$ cat src/rtl/apb_completer_regfile_pkg.sv
// Shared types and address-map helpers for the APB completer register file.
// Also holds the default ID constant and the APB bus widths.
package apb_pkg;

  localparam int APB_DW = 32;
  localparam int APB_AW = 32;

  localparam logic [APB_DW-1:0] DEFAULT_ID_VALUE = 32'hA9B0_0001;

  typedef enum logic {
    IDLE,
    ACCESS
  } state_e;

  // The two read-only registers sit directly above the RW bank.
  function automatic logic [APB_AW-1:0] idOff(input int numRegs);
    return APB_AW'(numRegs * 4);
  endfunction

  function automatic logic [APB_AW-1:0] wcntOff(input int numRegs);
    return APB_AW'(numRegs * 4 + 4);
  endfunction

endpackage

$ cat src/rtl/apb_completer_regfile_if.sv
// APB bus bundle between the bridge's controller (master) and a completer (slave).
interface apb_completer_regfile_if;
  import apb_pkg::*;

  logic              psel;
  logic              penable;
  logic              pwrite;
  logic [APB_AW-1:0] paddr;
  logic [APB_DW-1:0] pwdata;
  logic [APB_DW-1:0] prdata;
  logic              pready;
  logic              pslverr;

  modport master (
    output psel, penable, pwrite, paddr, pwdata,
    input  prdata, pready, pslverr
  );

  modport slave (
    input  psel, penable, pwrite, paddr, pwdata,
    output prdata, pready, pslverr
  );

endinterface

$ cat src/rtl/apb_completer_regfile_wait_gen.sv
// Wait-state generator: loads a fixed count at the setup edge, counts down through
// the access phase and raises a registered ready. readyNext_o lets the owner align pslverr.
module apb_wait_gen #(
  parameter int WAIT_STATES = 0
) (
  input  logic clk_i,
  input  logic rst_i,
  input  logic load_i,
  input  logic step_i,
  input  logic clear_i,
  output logic ready_o,
  output logic readyNext_o
);

  logic [3:0] cnt_q, cnt_d;
  logic       ready_q, ready_d;

  always_comb begin
    cnt_d   = cnt_q;
    ready_d = ready_q;
    if (load_i) begin
      cnt_d   = 4'(WAIT_STATES);
      ready_d = (WAIT_STATES == 0);
    end else if (step_i) begin
      cnt_d   = cnt_q - 4'd1;
      ready_d = (cnt_q == 4'd1);
    end else if (clear_i) begin
      ready_d = 1'b0;
    end
  end

  always_ff @(posedge clk_i) begin
    if (rst_i) begin
      cnt_q   <= '0;
      ready_q <= 1'b0;
    end else begin
      cnt_q   <= cnt_d;
      ready_q <= ready_d;
    end
  end

  assign ready_o     = ready_q;
  assign readyNext_o = ready_d;

endmodule

$ cat src/rtl/apb_completer_regfile.sv
// APB completer with NUM_REGS RW registers, an ID register and a committed-write counter.
// Address, direction and write data are captured at the setup edge; writes commit on completion.
module apb_completer_regfile
  import apb_pkg::*;
#(
  parameter int                NUM_REGS    = 8,
  parameter int                WAIT_STATES = 0,
  parameter logic [APB_DW-1:0] ID_VALUE    = DEFAULT_ID_VALUE
) (
  input  logic                       hclk,
  input  logic                       hreset,
  apb_completer_regfile_if.slave     apb,
  output logic [NUM_REGS*APB_DW-1:0] reg_q
);

  localparam int                IW       = $clog2(NUM_REGS);
  localparam logic [APB_AW-1:0] ID_OFF   = idOff(NUM_REGS);
  localparam logic [APB_AW-1:0] WCNT_OFF = wcntOff(NUM_REGS);

  state_e            state_q, state_d;
  logic [APB_DW-1:0] regs_q [NUM_REGS];
  logic [APB_DW-1:0] wcnt_q, wcnt_d;
  logic [APB_DW-1:0] prdata_q, prdata_d;
  logic              pslverr_q, pslverr_d;
  logic [APB_DW-1:0] wdata_q;
  logic [IW-1:0]     idx_q;
  logic              write_q, err_q;

  logic              setup, step, complete, abort, commit;
  logic              setupErr, readyQ, readyNext;
  logic [APB_DW-1:0] rdValue;

  always_comb begin
    setupErr = (apb.paddr[1:0] != 2'b00) || (apb.paddr > WCNT_OFF) ||
               (apb.pwrite && ((apb.paddr == ID_OFF) || (apb.paddr == WCNT_OFF)));
    rdValue  = '0;
    if (apb.paddr < ID_OFF)        rdValue = regs_q[apb.paddr[IW+1:2]];
    else if (apb.paddr == ID_OFF)  rdValue = ID_VALUE;
    else if (apb.paddr == WCNT_OFF) rdValue = wcnt_q;
  end

  always_comb begin
    state_d  = state_q;
    setup    = 1'b0;
    step     = 1'b0;
    complete = 1'b0;
    abort    = 1'b0;
    case (state_q)
      IDLE: begin
        if (apb.psel && !apb.penable) begin
          setup   = 1'b1;
          state_d = ACCESS;
        end
      end
      ACCESS: begin
        if (!apb.psel) begin
          abort   = 1'b1;
          state_d = IDLE;
        end else if (apb.penable) begin
          if (readyQ) begin
            complete = 1'b1;
            state_d  = IDLE;
          end else begin
            step = 1'b1;
          end
        end
      end
      default: state_d = IDLE;
    endcase
  end

  assign commit = complete && write_q && !err_q;

  // pslverr follows the ready that is about to be registered so it never leads pready.
  always_comb begin
    prdata_d  = prdata_q;
    pslverr_d = pslverr_q;
    wcnt_d    = wcnt_q;
    if (setup) begin
      pslverr_d = setupErr && readyNext;
      if (!apb.pwrite) prdata_d = setupErr ? '0 : rdValue;
    end else if (step) begin
      pslverr_d = err_q && readyNext;
    end else if (complete || abort) begin
      pslverr_d = 1'b0;
    end
    if (commit) wcnt_d = wcnt_q + 32'd1;
  end

  always_ff @(posedge hclk) begin
    if (hreset) begin
      state_q   <= IDLE;
      prdata_q  <= '0;
      pslverr_q <= 1'b0;
      wcnt_q    <= '0;
      wdata_q   <= '0;
      idx_q     <= '0;
      write_q   <= 1'b0;
      err_q     <= 1'b0;
      for (int i = 0; i < NUM_REGS; i++) regs_q[i] <= '0;
    end else begin
      state_q   <= state_d;
      prdata_q  <= prdata_d;
      pslverr_q <= pslverr_d;
      wcnt_q    <= wcnt_d;
      if (setup) begin
        wdata_q <= apb.pwdata;
        idx_q   <= apb.paddr[IW+1:2];
        write_q <= apb.pwrite;
        err_q   <= setupErr;
      end
      if (commit) regs_q[idx_q] <= wdata_q;
    end
  end

  apb_wait_gen #(
    .WAIT_STATES(WAIT_STATES)
  ) u_wait_gen (
    .clk_i      (hclk),
    .rst_i      (hreset),
    .load_i     (setup),
    .step_i     (step),
    .clear_i    (complete || abort),
    .ready_o    (readyQ),
    .readyNext_o(readyNext)
  );

  for (genvar g = 0; g < NUM_REGS; g++) begin : gFlat
    assign reg_q[g*APB_DW +: APB_DW] = regs_q[g];
  end

  assign apb.prdata  = prdata_q;
  assign apb.pready  = readyQ;
  assign apb.pslverr = pslverr_q;

endmodule
$ cat src/flat_wrapper.sv
// flat-port wrapper written by rule: the top's interface ports become plain ports
module apb_completer_regfile_flat import apb_pkg::*;
#(
  parameter int                NUM_REGS    = 8,
  parameter int                WAIT_STATES = 0,
  parameter logic [APB_DW-1:0] ID_VALUE    = DEFAULT_ID_VALUE
)
  (hclk, hreset, reg_q, apb_psel, apb_penable, apb_pwrite, apb_paddr, apb_pwdata, apb_prdata, apb_pready, apb_pslverr);
  apb_completer_regfile_if apb_i ();
  input  logic hclk;
  input  logic hreset;
  output logic [NUM_REGS*APB_DW-1:0] reg_q;
  input wire logic [$bits(apb_i.psel)-1:0] apb_psel;
  input wire logic [$bits(apb_i.penable)-1:0] apb_penable;
  input wire logic [$bits(apb_i.pwrite)-1:0] apb_pwrite;
  input wire logic [$bits(apb_i.paddr)-1:0] apb_paddr;
  input wire logic [$bits(apb_i.pwdata)-1:0] apb_pwdata;
  output wire logic [$bits(apb_i.prdata)-1:0] apb_prdata;
  output wire logic [$bits(apb_i.pready)-1:0] apb_pready;
  output wire logic [$bits(apb_i.pslverr)-1:0] apb_pslverr;
  assign apb_i.psel = apb_psel;
  assign apb_i.penable = apb_penable;
  assign apb_i.pwrite = apb_pwrite;
  assign apb_i.paddr = apb_paddr;
  assign apb_i.pwdata = apb_pwdata;
  assign apb_prdata = apb_i.prdata;
  assign apb_pready = apb_i.pready;
  assign apb_pslverr = apb_i.pslverr;
  apb_completer_regfile #(.NUM_REGS(NUM_REGS), .WAIT_STATES(WAIT_STATES), .ID_VALUE(ID_VALUE)) u_core (.hclk(hclk), .hreset(hreset), .apb(apb_i), .reg_q(reg_q));
endmodule
$ cat config.mk
export PLATFORM = sky130hd
export DESIGN_NAME = apb_completer_regfile_flat
export DESIGN_NICKNAME = d
export VERILOG_FILES = /design/src/rtl/apb_completer_regfile_pkg.sv /design/src/rtl/apb_completer_regfile_if.sv /design/src/rtl/apb_completer_regfile_wait_gen.sv /design/src/rtl/apb_completer_regfile.sv /design/src/flat_wrapper.sv
export SDC_FILE = /design/constraint.sdc
export NUM_CORES = 1
export LEC_CHECK = 0
export CAP_MARGIN = 20
export CORE_UTILIZATION = 53
export DETAILED_ROUTE_END_ITERATION = 8
export HOLD_SLACK_MARGIN = 0.15
export PLACE_DENSITY_LB_ADDON = 0.12
export SYNTH_ARGS = -nofsm -noshare
export SYNTH_HDL_FRONTEND = slang
export SYNTH_HIERARCHICAL = 1
export SYNTH_SLANG_ARGS = --single-unit
$ cat constraint.sdc
create_clock -name hclk -period 4 [get_ports hclk]
set_clock_uncertainty 0.1 [all_clocks]
set_input_delay 0.6 -clock hclk [delete_from_list [all_inputs] [get_ports hclk]]
set_output_delay 0.6 -clock hclk [all_outputs]
set_load 0.02 [all_outputs]
==> summary.txt <==
Global route
  – Largest net degree at the start of global routing: 72
  – Met2 usage: 57.3%
  – GRT overflow: 0
  – GR Layer Usage met1: 43.2%
  – Vias in the first global route: 12300
  – M3 GR Usage: 5.10%
  – Busiest grt layer: met2
  – Initial antenna violation count: 0
  – Total GRT Usage: 34.0%
  – First-pass GRT wire length: 77900 microns

Yosys
  – Synthesized area per cell: 11.8 sq um
  – Count of different cell masters after synthesis: 52
  – Primary FF master, synth: edfxtp_1
  – Flops & latches, synth: 364
  – Post-synthesis cell area: 16300 sq um
  – Async SR Flop Fraction: 0%
  – Post-synth EDFFs: 256
  – Top post-synthesis cells by area: edfxtp_1, dfxtp_1, and2_1
  – Syn Nets: 1454
  – Most frequent cell after synthesis: and2_1
  – Post-synth top area share: 47.1%
  – Cell taking the most area after synthesis: edfxtp_1
  – Post-synth top cells: and2_1, edfxtp_1, mux2i_1, nand2_1, a22oi_1
  – Sequential area share after synthesis: 60.3%
  – Post-Synthesis Cells: 1382
  – Ys Warns: 6

Flow run
  – Maxcap violations: 0

Cells and area
  – Fin cells: 2139
  – N_diodes: 0
  – Proportion of layout cells with a drive suffix above 1: 7.32%
  – Syn-to-layout area delta: 32.6%
  – Nets@finish: 1792
  – Seq. cell area: 9850 sq um
  – Multi-input gate area in the final layout: 6120 sq um
  – Fill count: 2113
  – Post-Layout Inst Area: 21600 sq um

Die
  – DIE HEIGHT: 177 microns
  – Core area: 30000 sq um
  – Initial Utilization: 54.5%
  – FP Rows: 63
  – I/O pin count: 359
  – Die width: 177 microns
  – Die area: 31500 sq um

Clock tree
  – Clock buffer depth: 3
  – Htree depth: 2
  – Clk slew on worst S/H paths: 0.06 ns
  – Clk_lat worst skew: 0.53 ns
  – Post-CTS setup buffer count: 0
  – Hold Buf Count CTS: 0
  – CTS tree: yes
  – Post-CTS sizing: 0
  – Inserted Clock Buffers: 37
  – CTS sink count: 364
  – CTS Root Cell: clkbuf_16

STA
  – Max-slew violation count: 0
  – Setup TNS: 0 ns
  – Tcrit/Tclk final: 69.0%
  – Final setup fails: 0
  – Worst Tran Pin Value: 1.01 ns
  – Tmin final: 2.76 ns
  – Slew headroom: 32.4%
  – RSZ-0062 raised after global routing: false
  – Fmax: 0.362 GHz
  – Count of final hold-check violations: 0

Outcome
  – Outcome: finished clean

Setup path
  – Crit path max fanout: 24
  – Reg2reg end: u_core/wcnt_q[31]
  – Crit path capture type: flop
  – Critical register-to-register path startpoint: u_core/u_wait_gen/ready_o
  – FF-to-FF path depth: 4
  – Crit path launch type: input pin
  – Worst path cell trace: clkdlybuf4s50_1 -> nor4_2 -> nand4_1 -> or3_1 -> a22oi_1
  – WP data required: 4.33 ns
  – Max stage delay on crit path: 0.85 ns
  – Worst R2R Setup Slack: 1.46 ns
  – Critical Path AT: 3.09 ns
  – Critical Path Slowest Stage Cell: or3_1
  – Crit Path Class: input pin to flop

Routing
  – DRT Wirelength: 54200 microns
  – Number of vias in the routed layout: 13000
  – # DRC: 0
  – Post-route ant nets: 0
  – WL per Instance: 25.3 microns
  – Drt first pass iters: 6
  – Vias/cell: 6.06
  – Iter 0 DRT Violations: 1540

Hold path
  – Hold path cells: 2
  – Tightest Hold Check Type: flop to flop
  – Hold path endpoint: u_core/apb.prdata[24]
  – Hold path startpoint: u_core/apb.prdata[24]

Power and ir drop
  – Lkg Pwr: 7.84 nW
  – P per Cell Area: 387 nW/um^2
  – VDD IR max: 0.270 mV
  – Power Total: 8.38 mW

Placement
  – Port Buf Inserts: 358
  – Placed cell areas: 20500 sq um
  – DP Cell Count: 2071
  – GP Congestion: 0.877
  – Post-DP HPWL: 37500 microns
[flip-flops by register name, indices dropped and copies added, names as in the netlist]
signal / count
u_core/u_wait_gen/ready_o: 1
u_core/err_q: 1
u_core/regs_q: 256
u_core/apb.prdata: 32
u_core/apb.pslverr: 1
u_core/wcnt_q: 32
u_core/state_q: 1
u_core/write_q: 1
u_core/u_wait_gen/cnt_q: 4
u_core/idx_q: 3
u_core/wdata_q: 32
[placed cells by master, fill, tap and decap left out, drive strengths merged, types with 7 or more instances in the layout]
| master | n |
|---|---|
| a21oi | 64 |
| a22oi | 112 |
| and2 | 258 |
| buf | 40 |
| clkbuf | 53 |
| clkdlybuf4s50 | 356 |
| clkinv | 13 |
| dfxtp | 108 |
| edfxtp | 256 |
| inv | 12 |
| mux2i | 128 |
| nand2 | 119 |
| nand3 | 40 |
| nand4 | 11 |
| nor2 | 34 |
| nor4 | 17 |
| o21ai | 7 |
| o31ai | 23 |
| or2 | 8 |
| or3 | 10 |
| or4 | 18 |
| xnor2 | 7 |
[cells by family (layout without fill, tap and decap cells)]
logic type | Yosys count | count (layout) | synth area share [%]
buffers and inverters | 108 | 475 | 2.71
xor gates and xnor gates | 8 | 8 | 0.429
AOI/OAI and AO/OA | 218 | 218 | 9.02
adders and majority gates | 3 | 3 | 0.230
muxes | 134 | 134 | 8.29
and+or+nand+nor | 547 | 547 | 19.0
DFF | 364 | 364 | 60.3
[how the worst max path moves through the flow]
stage | slack (ns) | cells after the start | endpoint | startpoint
2_1_floorplan | 1.51 | 4 | u_core/regs_q[1][0] | apb_penable
3_3_place_gp | 0.86 | 5 | u_core/apb.prdata[30] | apb_paddr[14]
3_5_place_dp | 0.77 | 5 | u_core/apb.prdata[18] | apb_paddr[14]
4_1_cts | 1.31 | 5 | u_core/apb.prdata[18] | apb_paddr[14]
5_1_grt | 1.17 | 5 | u_core/apb.prdata[25] | apb_paddr[14]
6_report | 1.24 | 5 | u_core/apb.prdata[5] | apb_paddr[14]
[per-stage QoR]
stage	setup WS (ns)	utilization (%)	hold WS (ns)
3_5_place_dp	0.772	68.4	0.370
2_1_floorplan	1.51	-	0.345
5_1_grt	1.17	72.3	0.410
4_1_cts	1.31	72.3	0.378
6_report	1.24	72.3	0.381
3_3_place_gp	0.860	68.4	0.341
[report_power, final]
group	internal (mW)	leakage (nW)	switching, mW	total [mW]
Combinational	0.336	3.74	0.442	0.778
Clock	1.94	0.580	1.42	3.36
Sequential	4.13	3.52	0.115	4.25
Total	6.41	7.84	1.97	8.38
[routing by layer]
metal  part of all wire [%]  up-vias
met5                      0        -
met4                    4.4        0
met3                    9.4      119
met2                     49      864
met1                     37     6255
li1                       -     5732
[critical path, delay by kind of cell]
| kind | cells | cell delay (ns) |
|---|---|---|
| and+or+nand+nor | 3 | 1.67 |
| buffers and inverters | 1 | 0.47 |
| AOI/OAI and AO/OA | 1 | 0.33 |
[cell type report]
cell class              count  area share [%]
flip-flops and latches    364            45.5
multi-input cells         910            28.3
inverters                  11           0.191
clock inverters            15           0.439
well taps                 390            2.25
clock buffers              53            4.98
repair buffers            396            18.4
Power figures use the tool's default switching activity.
